**src/rtl/mem_port_arbiter.sv**
```systemverilog
// Two-requester arbiter sharing one slow_memory line port between I-cache and D-cache.
// Serialises transactions, latches the winner's command and routes the response back to its owner.
module mem_port_arbiter #(
    parameter int ADDR_W     = 28,
    parameter int DATA_W     = 128,
    parameter int FIXED_PRIO = 0
) (
    input  logic              clk,
    input  logic              rst_n,
    input  logic              i_read,
    input  logic              i_write,
    input  logic [ADDR_W-1:0] i_addr,
    input  logic [DATA_W-1:0] i_wdata,
    output logic [DATA_W-1:0] i_rdata,
    output logic              i_ready,
    input  logic              d_read,
    input  logic              d_write,
    input  logic [ADDR_W-1:0] d_addr,
    input  logic [DATA_W-1:0] d_wdata,
    output logic [DATA_W-1:0] d_rdata,
    output logic              d_ready,
    output logic              mem_read,
    output logic              mem_write,
    output logic [ADDR_W-1:0] mem_addr,
    output logic [DATA_W-1:0] mem_wdata,
    input  logic [DATA_W-1:0] mem_rdata,
    input  logic              mem_ready,
    output logic [15:0]       conflict_cnt
);

    typedef enum logic [1:0] {
        ST_IDLE = 2'd0,
        ST_BUSY = 2'd1,
        ST_DONE = 2'd2
    } state_t;

    localparam logic SIDE_I = 1'b0;
    localparam logic SIDE_D = 1'b1;

    state_t              state_r, state_s;
    logic                last_grant_r, last_grant_s;
    logic                owner_r, owner_s;
    logic                mem_read_r, mem_read_s;
    logic                mem_write_r, mem_write_s;
    logic [ADDR_W-1:0]   mem_addr_r, mem_addr_s;
    logic [DATA_W-1:0]   mem_wdata_r, mem_wdata_s;
    logic [DATA_W-1:0]   i_rdata_r, i_rdata_s;
    logic [DATA_W-1:0]   d_rdata_r, d_rdata_s;
    logic                i_ready_r, i_ready_s;
    logic                d_ready_r, d_ready_s;
    logic [15:0]         conflict_cnt_r, conflict_cnt_s;

    logic                req_i_s, req_d_s, both_s, grant_d_s;

    assign req_i_s = i_read | i_write;
    assign req_d_s = d_read | d_write;
    assign both_s  = req_i_s & req_d_s;

    // Arbitration decision: single requester wins outright, conflicts by priority or round-robin
    always_comb begin
        if (both_s) begin
            if (FIXED_PRIO != 0) begin
                grant_d_s = 1'b1;
            end else begin
                grant_d_s = (last_grant_r == SIDE_I);
            end
        end else begin
            grant_d_s = req_d_s;
        end
    end

    // State register
    always_ff @(posedge clk or negedge rst_n) begin
        if (!rst_n) begin
            state_r <= ST_IDLE;
        end else begin
            state_r <= state_s;
        end
    end

    // Next-state logic; DONE always lasts exactly one cycle
    always_comb begin
        state_s = state_r;
        case (state_r)
            ST_IDLE: begin
                if (req_i_s | req_d_s) begin
                    state_s = ST_BUSY;
                end else begin
                    state_s = ST_IDLE;
                end
            end
            ST_BUSY: begin
                if (mem_ready) begin
                    state_s = ST_DONE;
                end else begin
                    state_s = ST_BUSY;
                end
            end
            ST_DONE: state_s = ST_IDLE;
            default: state_s = ST_IDLE;
        endcase
    end

    // Next values of the registered outputs; write wins when a side asserts read and write together
    always_comb begin
        last_grant_s   = last_grant_r;
        owner_s        = owner_r;
        mem_read_s     = mem_read_r;
        mem_write_s    = mem_write_r;
        mem_addr_s     = mem_addr_r;
        mem_wdata_s    = mem_wdata_r;
        i_rdata_s      = i_rdata_r;
        d_rdata_s      = d_rdata_r;
        i_ready_s      = i_ready_r;
        d_ready_s      = d_ready_r;
        conflict_cnt_s = conflict_cnt_r;
        case (state_r)
            ST_IDLE: begin
                i_ready_s = 1'b0;
                d_ready_s = 1'b0;
                if (req_i_s | req_d_s) begin
                    owner_s = grant_d_s;
                    if (grant_d_s) begin
                        mem_addr_s  = d_addr;
                        mem_wdata_s = d_wdata;
                        mem_write_s = d_write;
                        mem_read_s  = d_read & ~d_write;
                    end else begin
                        mem_addr_s  = i_addr;
                        mem_wdata_s = i_wdata;
                        mem_write_s = i_write;
                        mem_read_s  = i_read & ~i_write;
                    end
                    if (both_s && (FIXED_PRIO == 0) && (conflict_cnt_r != 16'hFFFF)) begin
                        conflict_cnt_s = conflict_cnt_r + 16'd1;
                    end else begin
                        conflict_cnt_s = conflict_cnt_r;
                    end
                end else begin
                    mem_read_s  = 1'b0;
                    mem_write_s = 1'b0;
                end
            end
            ST_BUSY: begin
                if (mem_ready) begin
                    mem_read_s   = 1'b0;
                    mem_write_s  = 1'b0;
                    last_grant_s = owner_r;
                    if (owner_r == SIDE_D) begin
                        d_rdata_s = mem_rdata;
                        d_ready_s = 1'b1;
                    end else begin
                        i_rdata_s = mem_rdata;
                        i_ready_s = 1'b1;
                    end
                end else begin
                    mem_read_s  = mem_read_r;
                    mem_write_s = mem_write_r;
                end
            end
            ST_DONE: begin
                i_ready_s = 1'b0;
                d_ready_s = 1'b0;
            end
            default: begin
                mem_read_s  = 1'b0;
                mem_write_s = 1'b0;
                i_ready_s   = 1'b0;
                d_ready_s   = 1'b0;
            end
        endcase
    end

    // Output and bookkeeping registers; reset abandons any in-flight transaction
    always_ff @(posedge clk or negedge rst_n) begin
        if (!rst_n) begin
            last_grant_r   <= SIDE_I;
            owner_r        <= SIDE_I;
            mem_read_r     <= 1'b0;
            mem_write_r    <= 1'b0;
            mem_addr_r     <= {ADDR_W{1'b0}};
            mem_wdata_r    <= {DATA_W{1'b0}};
            i_rdata_r      <= {DATA_W{1'b0}};
            d_rdata_r      <= {DATA_W{1'b0}};
            i_ready_r      <= 1'b0;
            d_ready_r      <= 1'b0;
            conflict_cnt_r <= 16'd0;
        end else begin
            last_grant_r   <= last_grant_s;
            owner_r        <= owner_s;
            mem_read_r     <= mem_read_s;
            mem_write_r    <= mem_write_s;
            mem_addr_r     <= mem_addr_s;
            mem_wdata_r    <= mem_wdata_s;
            i_rdata_r      <= i_rdata_s;
            d_rdata_r      <= d_rdata_s;
            i_ready_r      <= i_ready_s;
            d_ready_r      <= d_ready_s;
            conflict_cnt_r <= conflict_cnt_s;
        end
    end

    assign mem_read     = mem_read_r;
    assign mem_write    = mem_write_r;
    assign mem_addr     = mem_addr_r;
    assign mem_wdata    = mem_wdata_r;
    assign i_rdata      = i_rdata_r;
    assign d_rdata      = d_rdata_r;
    assign i_ready      = i_ready_r;
    assign d_ready      = d_ready_r;
    assign conflict_cnt = conflict_cnt_r;

endmodule

```
**config.mk**
```make
export PLATFORM = sky130hd
export DESIGN_NAME = mem_port_arbiter
export DESIGN_NICKNAME = d
export VERILOG_FILES = /design/src/rtl/mem_port_arbiter.sv
export SDC_FILE = /design/constraint.sdc
export NUM_CORES = 1
export LEC_CHECK = 0
export ABC_AREA = 0
export BUFFER_PORTS_ARGS = -buffer_cell sky130_fd_sc_hd__buf_2
export CORE_AREA = 2 2 346 348
export DETAILED_ROUTE_END_ITERATION = 7
export DIE_AREA = 0 0 348 350
export GPL_ROUTABILITY_DRIVEN = 0
export PLACE_DENSITY_LB_ADDON = 0.12
export RECOVER_POWER = 25
export SLEW_MARGIN = 20
export SYNTH_ARGS = -nofsm -noshare
export SYNTH_HDL_FRONTEND = slang
export SYNTH_SLANG_ARGS = --single-unit
```
**constraint.sdc**
```tcl
create_clock -name clk -period 2.4 [get_ports clk]
set_input_delay 0.36 -clock clk [delete_from_list [all_inputs] [get_ports clk]]
set_output_delay 0.36 -clock clk [all_outputs]
set_load 0.05 [all_outputs]
```
==> results_dict.tcl <==
set metrics [dict create \
    io_pins 879 \
    worstSkewPairLatency_ps 630 \
    synth_area_per_cell_um2 13.4 \
    mappedNetlistNets 1783 \
    synth_area_um2 17900 \
    crit_type "register to register" \
    status "finished clean" \
    placementRows 126 \
    clockRootBuffer "clkbuf_16" \
    clk_pin_slew_ps 60 \
    io_buffers 878 \
    slew_violations 0 \
    initial_core_util 0.152 \
    grt_pass1_wl_mm 112 \
    crit_slowest_cell "dlygate4sd3_1" \
    routed_wl_mm 78.9 \
    wire_per_inst_um 19.2 \
    crit_family "buffers and inverters" \
    clock.fmax_mhz 442 \
    dp.final_hpwl_mm 61.6 \
    fin_nets 2983 \
    internal_power_mw 23.2 \
    peakVddDrop_uv 871 \
    worstMarginPinSlew_ps 1240 \
    layout_common_cells "buf_2, dfrtp_1, dlygate4sd3_1, mux2_2, nor2_1" \
    min_from "d_wdata[123]" \
    p_per_area_nw_per_um2 1670 \
    worstPathMaxFanout 28 \
    arrival_ps 2750 \
    rsz0062_at_grt "false" \
    ys_types 45 \
    ys.flop_type "dfrtp_1" \
    ys_ff_latch 436 \
    whs_ps 61.2 \
    cp-start-kind "register" \
    drtIter0Drc 530 \
    die_w_um 348 \
    finalCriticalPeriod_ps 2260 \
    vias 15226 \
    crit_required_ps 2890 \
    drive_gt1_frac 0.492 \
    fin_crit_sh 0.942 \
    yosys_warnings 0 \
    skew_ps 14.3 \
    antenna_found_initial 13 \
    worstSetupEndpointType "register" \
    synthToLayoutAreaGrowth_pct 61.5 \
    crit_top_cell "buf_16" \
    firstDrtPassIters 5 \
    antenna_left 0 \
    hold_class "primary input to register" \
    switching_power_mw 25.2 \
    fin_setup_tns_ps 0 \
    core-area_um2 118000 \
    slowest_delay_ps 580 \
    whs_path_depth 3 \
    worstRegToRegCells 7 \
    r2r_slack_ps 140 \
    async_reset_ff_frac 1.00 \
    path_cells "o21ai_0 > o21a_4 > buf_16 > buf_16 > mux2i_1 > dlygate4sd3_1 > a21oi_1" \
    postLayoutCoreUtil 0.246 \
    netlist_instances 1335 \
    grt_max_degree 92 \
    synth-edff-count 0 \
    crit_start "last_grant_r" \
    yosysSeqAreaShare 0.608 \
    finalSetupViolCount 0 \
    r2r-end "mem_wdata[51]" \
    final_common_cell "buf_2" \
    overflow 0 \
    cts_buffer_depth 3 \
    combPwrFrac 0.558 \
    max_cap_violations 0 \
    switching_share 0.521 \
    hold_end "mem_wdata[123]" \
    die-height_um 350 \
    cellLeakagePower_nw 13.7 \
    vias_per_cell 3.70 \
    htreeDepth 2 \
    gr-usage-all-layers 0.124 \
    drc 0 \
    die-area_um2 122000 \
    r2r-start "last_grant_r" \
    pwr-share-seq 0.270 \
    critical_path_buf_inv_count 3 \
    hold_violations 0 \
    cts_buffers 57 \
    cts_tree "done" \
    grt_pass1_vias 16442 \
    slew_headroom 0.175 \
    clock_sinks 436 \
    p_clk_frac 0.173 \
]
-- worst max path at each step --
stage          cells past startpoint              end  slack, ps
2_1_floorplan                      4  conflict_cnt[1]        600
3_3_place_gp                       4     d_rdata[112]        270
3_5_place_dp                       4     d_rdata[112]        310
4_1_cts                            7    mem_wdata[39]         70
5_1_grt                            7    mem_wdata[99]         20
6_report                           7    mem_wdata[51]        140
-- metrics by stage --
step           setup slack (ps)  instances  area [µm²]  power (mW)
6_report                    138       4119       29000        48.4
5_1_grt                    19.5       4118       29000        51.1
4_1_cts                    72.3       4111       29000        49.3
3_5_place_dp                307       3727       24400        39.9
3_3_place_gp                272       3727       24400        39.8
2_1_floorplan               598       1335       17900        31.9
-- cell usage after synthesis, types with 3 or more instances --
library cell / count / area (µm²)
mux2i_1: 158 / 1580
nor2_1: 161 / 604
a21oi_1: 159 / 796
dfrtp_1: 436 / 10900
xnor2_1: 5 / 43.8
nand3_1: 5 / 25.0
nand2b_1: 3 / 18.8
buf_4: 6 / 45.0
buf_8: 12 / 180
mux2_2: 238 / 2680
xor2_1: 6 / 52.6
mux2_1: 20 / 225
clkbuf_1: 18 / 67.6
buf_2: 32 / 160
a211oi_1: 3 / 22.5
nand4_1: 5 / 31.3
buf_6: 14 / 158
inv_1: 7 / 26.3
nand2_1: 12 / 45.0
o21ai_0: 3 / 15.0
nor3_1: 4 / 20.0
-- worst reg2reg max path: cells and delay by family, from the launching register on --
family / cells / cell delay, ps
AO/OA/AOI/OAI: 3 / 420
buffers and inverters: 3 / 1030
flip-flops: 1 / 430
multiplexers: 1 / 240
-- state kept, by name, indices dropped and copies added, names as in the netlist, 2 cells and up --
signal        cells
d_rdata         128
i_rdata         128
mem_wdata       128
mem_addr         28
conflict_cnt     16
state_r           2
-- power groups by stage --
| stage | clock, mW | combinational [mW] | sequential (mW) |
|---|---|---|---|
| 2_1_floorplan | 0 | 6.39 | 25.5 |
| 3_3_place_gp | 0 | 26.7 | 13.1 |
| 3_5_place_dp | 0 | 26.8 | 13.1 |
| 4_1_cts | 8.77 | 27.4 | 13.1 |
| 5_1_grt | 9.06 | 28.5 | 13.6 |
| 6_report | 8.35 | 27.0 | 13.0 |
-- cells by family after synthesis --
kind of cell / synth area share
buf+inv: 0.0357
compound gates: 0.0508
fa+ha+maj: 0.000697
xor+xnor: 0.00537
simple gates: 0.0496
mux: 0.250
flops: 0.608
-- cell type report --
type	instances	area, µm²
Fill cell	12660	88800
Sequential cell	436	10900
Timing Repair Buffer	1224	7870
Multi-Input combinational cell	809	6420
Tap cell	1536	1920
Clock buffer	87	1700
Clock inverter	14	126
Inverter	7	26.3
Antenna cell	6	15.0
-- routing by layer --
layer,up-vias,routed length [µm],track usage
met2,584,39300,0.215
met1,7429,29800,0.137
li1,7095,-,-
met3,106,7950,0.0560
met5,-,80,0
met4,12,1870,0.0327
-- timing repair --
item | 4_1_cts | 5_1_grt
buffers inserted | 0 | 1
hold buffers | 283 | 0
endpoints found under the hold margin | 452 | 0
resized for setup | 0 | 3
setup endpoints to repair | 0 | 14
Power figures use the tool's default switching activity.
